## src/rtl/reorder_buffer_pkg.sv

```systemverilog
// Shared types and constants for the reorder buffer: id/data/register widths
// and the per-entry record.
package reorder_buffer_pkg;

    localparam int ROB_DEPTH = 16;
    localparam int ROB_W     = 5;

    typedef logic [ROB_W-1:0] rob_type_t;
    typedef logic [31:0]      data_type_t;
    typedef logic [31:0]      addr_type_t;
    typedef logic [4:0]       reg_type_t;

    localparam rob_type_t ROB_RESET = '0;
    localparam logic      TRUE      = 1'b1;
    localparam logic      FALSE     = 1'b0;

    typedef struct packed {
        logic       busy;
        logic       ready;
        reg_type_t  rd;
        data_type_t value;
        logic       is_load;
        logic       is_store;
        logic       is_jump;
        logic       pred;
        logic       real_jump;
        addr_type_t inst_pos;
        addr_type_t rb_pos;
    } rob_entry_t;

endpackage

```

## src/rtl/reorder_buffer_if.sv

```systemverilog
// Bundle of dispatcher, CDB, commit and debug signals around the reorder buffer.
// master = surrounding core (dispatcher, ALU, LSU, regfile), slave = the ROB.
interface reorder_buffer_if;
    import reorder_buffer_pkg::*;

    logic       enable_from_dispatcher;
    reg_type_t  rd_from_dispatcher;
    logic       is_load_from_dispatcher;
    logic       is_store_from_dispatcher;
    logic       is_jump_from_dispatcher;
    logic       if_jump_predicted_from_dispatcher;
    addr_type_t inst_pos_from_dispatcher;
    addr_type_t roll_back_pos_from_dispatcher;
    rob_type_t  rob_id_to_dispatcher;
    logic       full_to_dispatcher;

    rob_type_t  Q1_from_dispatcher;
    rob_type_t  Q2_from_dispatcher;
    logic       if_Q1_rdy_to_dispatcher;
    logic       if_Q2_rdy_to_dispatcher;
    data_type_t data1_to_dispatcher;
    data_type_t data2_to_dispatcher;

    logic       enable_from_alu;
    rob_type_t  rob_id_from_rs;
    data_type_t result_from_alu;
    logic       jump_flag_from_alu;
    logic       enable_from_lsu;
    rob_type_t  rob_id_from_lsb;
    data_type_t result_from_lsu;

    rob_type_t  head_rob_id_to_lsb;
    logic       store_commit_to_lsb;
    logic       enable_to_register;
    reg_type_t  reg_id_to_register;
    rob_type_t  rob_id_to_register;
    data_type_t data_to_register;
    logic       rollback_flag;
    addr_type_t rollback_pos_to_fetcher;

    rob_type_t  dbg_head;
    rob_type_t  dbg_tail;
    rob_type_t  dbg_count;

    modport master (
        output enable_from_dispatcher, rd_from_dispatcher, is_load_from_dispatcher,
               is_store_from_dispatcher, is_jump_from_dispatcher,
               if_jump_predicted_from_dispatcher, inst_pos_from_dispatcher,
               roll_back_pos_from_dispatcher, Q1_from_dispatcher, Q2_from_dispatcher,
               enable_from_alu, rob_id_from_rs, result_from_alu, jump_flag_from_alu,
               enable_from_lsu, rob_id_from_lsb, result_from_lsu,
        input  rob_id_to_dispatcher, full_to_dispatcher, if_Q1_rdy_to_dispatcher,
               if_Q2_rdy_to_dispatcher, data1_to_dispatcher, data2_to_dispatcher,
               head_rob_id_to_lsb, store_commit_to_lsb, enable_to_register,
               reg_id_to_register, rob_id_to_register, data_to_register,
               rollback_flag, rollback_pos_to_fetcher, dbg_head, dbg_tail, dbg_count
    );

    modport slave (
        input  enable_from_dispatcher, rd_from_dispatcher, is_load_from_dispatcher,
               is_store_from_dispatcher, is_jump_from_dispatcher,
               if_jump_predicted_from_dispatcher, inst_pos_from_dispatcher,
               roll_back_pos_from_dispatcher, Q1_from_dispatcher, Q2_from_dispatcher,
               enable_from_alu, rob_id_from_rs, result_from_alu, jump_flag_from_alu,
               enable_from_lsu, rob_id_from_lsb, result_from_lsu,
        output rob_id_to_dispatcher, full_to_dispatcher, if_Q1_rdy_to_dispatcher,
               if_Q2_rdy_to_dispatcher, data1_to_dispatcher, data2_to_dispatcher,
               head_rob_id_to_lsb, store_commit_to_lsb, enable_to_register,
               reg_id_to_register, rob_id_to_register, data_to_register,
               rollback_flag, rollback_pos_to_fetcher, dbg_head, dbg_tail, dbg_count
    );

endinterface

```

## src/rtl/reorder_buffer.sv

```systemverilog
// Circular in-order commit buffer: allocates ids, captures CDB results, retires one
// entry per cycle and flushes the whole core on a mispredicted jump at commit.
module reorder_buffer
    import reorder_buffer_pkg::*;
#(
    parameter int DEPTH = ROB_DEPTH
) (
    input  logic            clk_in,
    input  logic            rst_in,
    input  logic            rdy_in,
    reorder_buffer_if.slave rob_if
);

    // Slot 0 is never allocated: id 0 means "no producer".
    rob_entry_t rob_q [DEPTH+1];
    rob_entry_t rob_d [DEPTH+1];

    rob_type_t  head_q, head_d;
    rob_type_t  tail_q, tail_d;
    rob_type_t  count_q, count_d;

    logic       reg_en_q, reg_en_d;
    reg_type_t  reg_id_q, reg_id_d;
    rob_type_t  reg_rob_q, reg_rob_d;
    data_type_t reg_data_q, reg_data_d;
    logic       store_commit_q, store_commit_d;
    logic       rollback_q, rollback_d;
    addr_type_t rollback_pos_q, rollback_pos_d;

    rob_entry_t head_e;
    logic       alu_hit, lsu_hit, alloc_ok, commit_ok, mispredict;

    function automatic rob_type_t ptr_inc(input rob_type_t p);
        return (p == rob_type_t'(DEPTH)) ? rob_type_t'(1) : p + rob_type_t'(1);
    endfunction

    function automatic logic id_valid(input rob_type_t id);
        return (id != ROB_RESET) && (id <= rob_type_t'(DEPTH));
    endfunction

    assign head_e     = rob_q[head_q];
    assign alu_hit    = rob_if.enable_from_alu && id_valid(rob_if.rob_id_from_rs)
                        && rob_q[rob_if.rob_id_from_rs].busy;
    assign lsu_hit    = rob_if.enable_from_lsu && id_valid(rob_if.rob_id_from_lsb)
                        && rob_q[rob_if.rob_id_from_lsb].busy;
    assign alloc_ok   = rob_if.enable_from_dispatcher && (count_q != rob_type_t'(DEPTH));
    assign commit_ok  = (count_q != '0) && head_e.ready;
    assign mispredict = commit_ok && head_e.is_jump && (head_e.pred != head_e.real_jump);

    always_comb begin
        rob_d          = rob_q;
        head_d         = head_q;
        tail_d         = tail_q;
        count_d        = count_q;
        reg_en_d       = FALSE;
        store_commit_d = FALSE;
        rollback_d     = FALSE;
        reg_id_d       = reg_id_q;
        reg_rob_d      = reg_rob_q;
        reg_data_d     = reg_data_q;
        rollback_pos_d = rollback_pos_q;
        if (rdy_in) begin
            if (alu_hit) begin
                rob_d[rob_if.rob_id_from_rs].ready     = TRUE;
                rob_d[rob_if.rob_id_from_rs].value     = rob_if.result_from_alu;
                rob_d[rob_if.rob_id_from_rs].real_jump = rob_if.jump_flag_from_alu;
            end
            if (lsu_hit) begin
                rob_d[rob_if.rob_id_from_lsb].ready = TRUE;
                if (!rob_q[rob_if.rob_id_from_lsb].is_store)
                    rob_d[rob_if.rob_id_from_lsb].value = rob_if.result_from_lsu;
            end
            if (alloc_ok) begin
                rob_d[tail_q] = '{busy: TRUE, ready: FALSE,
                                  rd: rob_if.rd_from_dispatcher, value: '0,
                                  is_load: rob_if.is_load_from_dispatcher,
                                  is_store: rob_if.is_store_from_dispatcher,
                                  is_jump: rob_if.is_jump_from_dispatcher,
                                  pred: rob_if.if_jump_predicted_from_dispatcher,
                                  real_jump: FALSE,
                                  inst_pos: rob_if.inst_pos_from_dispatcher,
                                  rb_pos: rob_if.roll_back_pos_from_dispatcher};
                tail_d = ptr_inc(tail_q);
            end
            if (commit_ok) begin
                rob_d[head_q].busy = FALSE;
                head_d             = ptr_inc(head_q);
                if ((head_e.rd != '0) && !head_e.is_store) begin
                    reg_en_d   = TRUE;
                    reg_id_d   = head_e.rd;
                    reg_rob_d  = head_q;
                    reg_data_d = head_e.value;
                end
                if (head_e.is_store) store_commit_d = TRUE;
            end
            count_d = count_q + rob_type_t'(alloc_ok) - rob_type_t'(commit_ok);
            // The mispredicting jump's own register write above still goes out.
            if (mispredict) begin
                rollback_d     = TRUE;
                rollback_pos_d = head_e.rb_pos;
                for (int i = 0; i <= DEPTH; i++) rob_d[i].busy = FALSE;
                head_d  = rob_type_t'(1);
                tail_d  = rob_type_t'(1);
                count_d = '0;
            end
        end
    end

    always_ff @(posedge clk_in or negedge rst_in) begin
        if (!rst_in) begin
            rob_q          <= '{default: '0};
            head_q         <= rob_type_t'(1);
            tail_q         <= rob_type_t'(1);
            count_q        <= '0;
            reg_en_q       <= FALSE;
            reg_id_q       <= '0;
            reg_rob_q      <= '0;
            reg_data_q     <= '0;
            store_commit_q <= FALSE;
            rollback_q     <= FALSE;
            rollback_pos_q <= '0;
        end else begin
            rob_q          <= rob_d;
            head_q         <= head_d;
            tail_q         <= tail_d;
            count_q        <= count_d;
            reg_en_q       <= reg_en_d;
            reg_id_q       <= reg_id_d;
            reg_rob_q      <= reg_rob_d;
            reg_data_q     <= reg_data_d;
            store_commit_q <= store_commit_d;
            rollback_q     <= rollback_d;
            rollback_pos_q <= rollback_pos_d;
        end
    end

    assign rob_if.rob_id_to_dispatcher    = tail_q;
    assign rob_if.full_to_dispatcher      = (count_q >= rob_type_t'(DEPTH - 1));
    assign rob_if.if_Q1_rdy_to_dispatcher = id_valid(rob_if.Q1_from_dispatcher)
                                            && rob_q[rob_if.Q1_from_dispatcher].busy
                                            && rob_q[rob_if.Q1_from_dispatcher].ready;
    assign rob_if.if_Q2_rdy_to_dispatcher = id_valid(rob_if.Q2_from_dispatcher)
                                            && rob_q[rob_if.Q2_from_dispatcher].busy
                                            && rob_q[rob_if.Q2_from_dispatcher].ready;
    assign rob_if.data1_to_dispatcher     = id_valid(rob_if.Q1_from_dispatcher)
                                            ? rob_q[rob_if.Q1_from_dispatcher].value : '0;
    assign rob_if.data2_to_dispatcher     = id_valid(rob_if.Q2_from_dispatcher)
                                            ? rob_q[rob_if.Q2_from_dispatcher].value : '0;
    assign rob_if.head_rob_id_to_lsb      = (count_q == '0) ? ROB_RESET : head_q;
    assign rob_if.store_commit_to_lsb     = store_commit_q & rdy_in;
    assign rob_if.enable_to_register      = reg_en_q & rdy_in;
    assign rob_if.reg_id_to_register      = reg_id_q;
    assign rob_if.rob_id_to_register      = reg_rob_q;
    assign rob_if.data_to_register        = reg_data_q;
    assign rob_if.rollback_flag           = rollback_q & rdy_in;
    assign rob_if.rollback_pos_to_fetcher = rollback_pos_q;
    assign rob_if.dbg_head                = head_q;
    assign rob_if.dbg_tail                = tail_q;
    assign rob_if.dbg_count               = count_q;

endmodule

```

## src/flat_wrapper.sv

```systemverilog
// flat-port wrapper written by rule: the top's interface ports become plain ports
module reorder_buffer_flat import reorder_buffer_pkg::*;
#(
    parameter int DEPTH = ROB_DEPTH
)
  (clk_in, rst_in, rdy_in, rob_if_enable_from_dispatcher, rob_if_rd_from_dispatcher, rob_if_is_load_from_dispatcher, rob_if_is_store_from_dispatcher, rob_if_is_jump_from_dispatcher, rob_if_if_jump_predicted_from_dispatcher, rob_if_inst_pos_from_dispatcher, rob_if_roll_back_pos_from_dispatcher, rob_if_Q1_from_dispatcher, rob_if_Q2_from_dispatcher, rob_if_enable_from_alu, rob_if_rob_id_from_rs, rob_if_result_from_alu, rob_if_jump_flag_from_alu, rob_if_enable_from_lsu, rob_if_rob_id_from_lsb, rob_if_result_from_lsu, rob_if_rob_id_to_dispatcher, rob_if_full_to_dispatcher, rob_if_if_Q1_rdy_to_dispatcher, rob_if_if_Q2_rdy_to_dispatcher, rob_if_data1_to_dispatcher, rob_if_data2_to_dispatcher, rob_if_head_rob_id_to_lsb, rob_if_store_commit_to_lsb, rob_if_enable_to_register, rob_if_reg_id_to_register, rob_if_rob_id_to_register, rob_if_data_to_register, rob_if_rollback_flag, rob_if_rollback_pos_to_fetcher, rob_if_dbg_head, rob_if_dbg_tail, rob_if_dbg_count);
  reorder_buffer_if rob_if_i ();
  input  logic clk_in;
  input  logic rst_in;
  input  logic rdy_in;
  input wire logic [$bits(rob_if_i.enable_from_dispatcher)-1:0] rob_if_enable_from_dispatcher;
  input wire logic [$bits(rob_if_i.rd_from_dispatcher)-1:0] rob_if_rd_from_dispatcher;
  input wire logic [$bits(rob_if_i.is_load_from_dispatcher)-1:0] rob_if_is_load_from_dispatcher;
  input wire logic [$bits(rob_if_i.is_store_from_dispatcher)-1:0] rob_if_is_store_from_dispatcher;
  input wire logic [$bits(rob_if_i.is_jump_from_dispatcher)-1:0] rob_if_is_jump_from_dispatcher;
  input wire logic [$bits(rob_if_i.if_jump_predicted_from_dispatcher)-1:0] rob_if_if_jump_predicted_from_dispatcher;
  input wire logic [$bits(rob_if_i.inst_pos_from_dispatcher)-1:0] rob_if_inst_pos_from_dispatcher;
  input wire logic [$bits(rob_if_i.roll_back_pos_from_dispatcher)-1:0] rob_if_roll_back_pos_from_dispatcher;
  input wire logic [$bits(rob_if_i.Q1_from_dispatcher)-1:0] rob_if_Q1_from_dispatcher;
  input wire logic [$bits(rob_if_i.Q2_from_dispatcher)-1:0] rob_if_Q2_from_dispatcher;
  input wire logic [$bits(rob_if_i.enable_from_alu)-1:0] rob_if_enable_from_alu;
  input wire logic [$bits(rob_if_i.rob_id_from_rs)-1:0] rob_if_rob_id_from_rs;
  input wire logic [$bits(rob_if_i.result_from_alu)-1:0] rob_if_result_from_alu;
  input wire logic [$bits(rob_if_i.jump_flag_from_alu)-1:0] rob_if_jump_flag_from_alu;
  input wire logic [$bits(rob_if_i.enable_from_lsu)-1:0] rob_if_enable_from_lsu;
  input wire logic [$bits(rob_if_i.rob_id_from_lsb)-1:0] rob_if_rob_id_from_lsb;
  input wire logic [$bits(rob_if_i.result_from_lsu)-1:0] rob_if_result_from_lsu;
  output wire logic [$bits(rob_if_i.rob_id_to_dispatcher)-1:0] rob_if_rob_id_to_dispatcher;
  output wire logic [$bits(rob_if_i.full_to_dispatcher)-1:0] rob_if_full_to_dispatcher;
  output wire logic [$bits(rob_if_i.if_Q1_rdy_to_dispatcher)-1:0] rob_if_if_Q1_rdy_to_dispatcher;
  output wire logic [$bits(rob_if_i.if_Q2_rdy_to_dispatcher)-1:0] rob_if_if_Q2_rdy_to_dispatcher;
  output wire logic [$bits(rob_if_i.data1_to_dispatcher)-1:0] rob_if_data1_to_dispatcher;
  output wire logic [$bits(rob_if_i.data2_to_dispatcher)-1:0] rob_if_data2_to_dispatcher;
  output wire logic [$bits(rob_if_i.head_rob_id_to_lsb)-1:0] rob_if_head_rob_id_to_lsb;
  output wire logic [$bits(rob_if_i.store_commit_to_lsb)-1:0] rob_if_store_commit_to_lsb;
  output wire logic [$bits(rob_if_i.enable_to_register)-1:0] rob_if_enable_to_register;
  output wire logic [$bits(rob_if_i.reg_id_to_register)-1:0] rob_if_reg_id_to_register;
  output wire logic [$bits(rob_if_i.rob_id_to_register)-1:0] rob_if_rob_id_to_register;
  output wire logic [$bits(rob_if_i.data_to_register)-1:0] rob_if_data_to_register;
  output wire logic [$bits(rob_if_i.rollback_flag)-1:0] rob_if_rollback_flag;
  output wire logic [$bits(rob_if_i.rollback_pos_to_fetcher)-1:0] rob_if_rollback_pos_to_fetcher;
  output wire logic [$bits(rob_if_i.dbg_head)-1:0] rob_if_dbg_head;
  output wire logic [$bits(rob_if_i.dbg_tail)-1:0] rob_if_dbg_tail;
  output wire logic [$bits(rob_if_i.dbg_count)-1:0] rob_if_dbg_count;
  assign rob_if_i.enable_from_dispatcher = rob_if_enable_from_dispatcher;
  assign rob_if_i.rd_from_dispatcher = rob_if_rd_from_dispatcher;
  assign rob_if_i.is_load_from_dispatcher = rob_if_is_load_from_dispatcher;
  assign rob_if_i.is_store_from_dispatcher = rob_if_is_store_from_dispatcher;
  assign rob_if_i.is_jump_from_dispatcher = rob_if_is_jump_from_dispatcher;
  assign rob_if_i.if_jump_predicted_from_dispatcher = rob_if_if_jump_predicted_from_dispatcher;
  assign rob_if_i.inst_pos_from_dispatcher = rob_if_inst_pos_from_dispatcher;
  assign rob_if_i.roll_back_pos_from_dispatcher = rob_if_roll_back_pos_from_dispatcher;
  assign rob_if_i.Q1_from_dispatcher = rob_if_Q1_from_dispatcher;
  assign rob_if_i.Q2_from_dispatcher = rob_if_Q2_from_dispatcher;
  assign rob_if_i.enable_from_alu = rob_if_enable_from_alu;
  assign rob_if_i.rob_id_from_rs = rob_if_rob_id_from_rs;
  assign rob_if_i.result_from_alu = rob_if_result_from_alu;
  assign rob_if_i.jump_flag_from_alu = rob_if_jump_flag_from_alu;
  assign rob_if_i.enable_from_lsu = rob_if_enable_from_lsu;
  assign rob_if_i.rob_id_from_lsb = rob_if_rob_id_from_lsb;
  assign rob_if_i.result_from_lsu = rob_if_result_from_lsu;
  assign rob_if_rob_id_to_dispatcher = rob_if_i.rob_id_to_dispatcher;
  assign rob_if_full_to_dispatcher = rob_if_i.full_to_dispatcher;
  assign rob_if_if_Q1_rdy_to_dispatcher = rob_if_i.if_Q1_rdy_to_dispatcher;
  assign rob_if_if_Q2_rdy_to_dispatcher = rob_if_i.if_Q2_rdy_to_dispatcher;
  assign rob_if_data1_to_dispatcher = rob_if_i.data1_to_dispatcher;
  assign rob_if_data2_to_dispatcher = rob_if_i.data2_to_dispatcher;
  assign rob_if_head_rob_id_to_lsb = rob_if_i.head_rob_id_to_lsb;
  assign rob_if_store_commit_to_lsb = rob_if_i.store_commit_to_lsb;
  assign rob_if_enable_to_register = rob_if_i.enable_to_register;
  assign rob_if_reg_id_to_register = rob_if_i.reg_id_to_register;
  assign rob_if_rob_id_to_register = rob_if_i.rob_id_to_register;
  assign rob_if_data_to_register = rob_if_i.data_to_register;
  assign rob_if_rollback_flag = rob_if_i.rollback_flag;
  assign rob_if_rollback_pos_to_fetcher = rob_if_i.rollback_pos_to_fetcher;
  assign rob_if_dbg_head = rob_if_i.dbg_head;
  assign rob_if_dbg_tail = rob_if_i.dbg_tail;
  assign rob_if_dbg_count = rob_if_i.dbg_count;
  reorder_buffer #(.DEPTH(DEPTH)) u_core (.clk_in(clk_in), .rst_in(rst_in), .rdy_in(rdy_in), .rob_if(rob_if_i));
endmodule
```

## config.mk

```make
export PLATFORM = sky130hd
export DESIGN_NAME = reorder_buffer_flat
export DESIGN_NICKNAME = d
export VERILOG_FILES = /design/src/rtl/reorder_buffer_pkg.sv /design/src/rtl/reorder_buffer_if.sv /design/src/rtl/reorder_buffer.sv /design/src/flat_wrapper.sv
export SDC_FILE = /design/constraint.sdc
export NUM_CORES = 2
export LEC_CHECK = 0
export CAP_MARGIN = 5
export CORE_ASPECT_RATIO = 1.75
export CORE_MARGIN = 2
export CORE_UTILIZATION = 50
export DETAILED_ROUTE_END_ITERATION = 10
export DONT_BUFFER_PORTS = 1
export PLACE_DENSITY = 0.69
export SYNTH_ARGS = -nofsm -noshare
export SYNTH_HDL_FRONTEND = slang
export SYNTH_SLANG_ARGS = --single-unit
export TNS_END_PERCENT = 5
```

## constraint.sdc

```tcl
create_clock -name clk_in -period 4.9 [get_ports clk_in]
set_clock_uncertainty 0.1 [all_clocks]
set_input_delay 0.98 -clock clk_in [delete_from_list [all_inputs] [get_ports clk_in]]
set_output_delay 0.98 -clock clk_in [all_outputs]
set_load 0.1 [all_outputs]
```

==> out/results.ini <==
[outcome]
outcome = finished clean

[synth]
synth_common_cells = dfrtp_1 (1365), mux2_2 (758), mux4_2 (629)
synthesis.nets = 6358
ys_warn_count = 0
synth-main-ff-cell = dfrtp_1
postSynthCellCount = 6176
synth_top_family_by_area = multiplexers
synthMuxAreaShare_pct = 32.5
yosysMostFrequentCell = dfrtp_1
yosys.area.top_type_share_pct = 43.9
synth.cell_area_um2 = 77800
synth_top_area_cell = dfrtp_1
synth_compound_area_share_pct = 12.2
synth-async-reset-ratio_pct = 100
ys_seq_area_share_pct = 44.0
netlist-cell-type-count = 76
synth_area_leaders = dfrtp_1 (44%), mux4_2 (18%), mux2_2 (11%)
yosys.area_share.adder_pct = 0.299
ys_ff_latch = 1367
synth-edff-count = 0
syn_avg_cell_area_um2 = 12.6
synthSimpleGateAreaFrac_pct = 6.94
synth-xor-area-share_pct = 0.0225

[timing]
finalCritPeriodShare_pct = 89.4
rsz0062_at_grt = no
period_needed_ns = 4.38
slew_viol_final = 0
worst_slack_ns = 0.520
tightest_slew_ns = 1.36
fmax_mhz = 228
worst_slew_margin_rel_pct = 9.36
setup_viol = 0
whs_ns = 0.148
report.final.hold_viol_count = 0

[global_routing]
met2_usage_pct = 54.7
grt_overflow = 0
grt_pass1_wl_mm = 406
met1_usage_pct = 40.3
grt_use_total_pct = 34.9
grt_max_degree = 242
grt_util_met3_pct = 13.0
top_usage_layer = met2
grt_pass1_vias = 60140
antenna_found_initial = 13

[clock_network]
htreeDepth = 4
cts_tree = built
path_clk_slew_ns = 0.06
cts_hold_buf = 1
cts_buffers = 134
insertion_delay_ns = 0.83
cts_resized = 0
clock_path_buffers = 3
root_buffer = clkbuf_16
clock_sinks = 1367
cts_setup_buffers = 0

[drt]
via_count = 58717
drc_errors = 0
drt-total-wl_mm = 277
first_pass_iters = 7
viasPerCell = 7.31
wl_per_cell_um = 34.5
drt_iter0_markers = 7260
ant_nets = 0

[run]
drv_cap = 0

[pwr]
p_total_w = 0.0429
pwr-share-seq_pct = 40.9
p_sw_share_pct = 37.0
leakage_nw = 37.1
p_clk_share_pct = 26.0
pwr_density_cell_nw_per_um2 = 502
p_int_w = 0.0270
peakVddDrop_v = 0.000541
power_frac_comb_pct = 33.1
p_sw_w = 0.0159

[final_layout]
nNetsFinal = 6077
layout-drive-gt1-share_pct = 34.2
register_area_um2 = 34200
multi_input_area_um2 = 41200
nFillCells = 12654
syn2layout_area_growth_pct = 9.76

[floorplan]
initial_core_util_pct = 50.3
rows = 191
fp.dieArea_um2 = 159000
die_h_um = 526
num_io_pins = 333
core-area_um2 = 155000
die_x_um = 302

[setup_path]
rr_worst_depth = 9
crit_fanout = 46
arrival_ns = 4.93
r2r_end = u_core.rob_if.data_to_register[6]
crit_type = reg2reg
cp.required_ns = 5.45
end_kind = flop
r2r_setup_slack_ns = 0.52
worst_r2r_startpoint = u_core.rob_if.dbg_head[0]
worst_setup_path_start_kind = flop

[place]
buffer_ports.inserted = 0
place_ws_ns = 0.532
gp_congestion = 0.940
dp_hpwl_mm = 159

[hold_path]
worstHoldPathType = in2async

-- cell type report --
class,count,share of cell area (%)
clock inverter,58,1.11
sequential,1367,40.1
multi-input combinational,4017,48.2
clock buffer,184,4.39
tap,2026,2.97
inverter,128,0.571
antenna,9,0.0264
timing repair buffer,247,2.70
-- power by group through the flow --
stage | combinational (W) | clock (W) | sequential (W)
final | 0.0142 | 0.0112 | 0.0175
after global placement | 0.0138 | 0 | 0.0174
after CTS | 0.0141 | 0.0113 | 0.0174
after detailed placement | 0.0141 | 0 | 0.0176
after floorplan | 0.0105 | 0 | 0.0173
after global routing | 0.0150 | 0.0117 | 0.0178
-- placed cells by master (no fill, tap or decap), drive strengths merged, types with 54 or more instances in the layout --
cell type,count
a211oi,100
a21oi,137
a221o,209
a22oi,112
and2,256
and3,54
buf,246
clkbuf,184
dfrtp,1365
inv,130
mux2,791
mux2i,204
mux4,631
nand2,373
nand3,67
nor2,194
nor2b,78
o21ai,287
o2bb2ai,166
-- stage by stage --
stage / util [%] / instance area (um2) / setup TNS, ns / instances
after floorplan: - / 77800 / -13.39 / 6176
after global placement: 52.2 / 80700 / 0 / 7782
after detailed placement: 52.2 / 80700 / 0 / 7782
after CTS: 55.2 / 85400 / 0 / 8025
after global routing: 55.2 / 85400 / 0 / 8029
final: 55.3 / 85400 / 0 / 8036
-- logic make-up (layout without fill, tap and decap cells) --
group,count (synthesis),count (layout)
AO/OA/AOI/OAI,1279,1279
XOR/XNOR,2,2
adder cells (fa/ha/maj),18,18
buffers and inverters,792,617
flip-flops,1367,1367
multiplexers,1626,1626
other,0,9
AND/OR/NAND/NOR,1092,1092
-- metal layers --
layer,vias to the layer above,share of wire [%]
li1,23071,-
met1,30311,33
met2,4109,47
met3,1218,13
met4,8,7.4
met5,-,0.021
-- how the worst max path moves through the flow --
stage	to	slack, ns	startpoint
floorplan	rob_if_data1_to_dispatcher[18]	-0.33	rob_if_Q1_from_dispatcher[0]
global placement	u_core.rob_if.data_to_register[6]	0.62	u_core.rob_if.dbg_head[0]
detailed placement	u_core.rob_if.data_to_register[21]	0.53	u_core.rob_if.dbg_head[0]
CTS	u_core.rob_if.data_to_register[6]	0.50	u_core.rob_if.dbg_head[0]
global route	u_core.rob_if.data_to_register[5]	0.29	u_core.rob_if.dbg_head[0]
finish	u_core.rob_if.data_to_register[6]	0.52	u_core.rob_if.dbg_head[0]
-- critical path, cell delays in order (launching register included) --
cell,delay [ns]
dfstp_4,0.70
buf_4,0.72
mux4_2,0.61
mux2_2,0.28
a221oi_1,0.55
nand3_1,0.24
nor2_1,0.25
nor2_4,0.19
buf_12,0.21
mux2_4,0.31
Power figures use the tool's default switching activity.
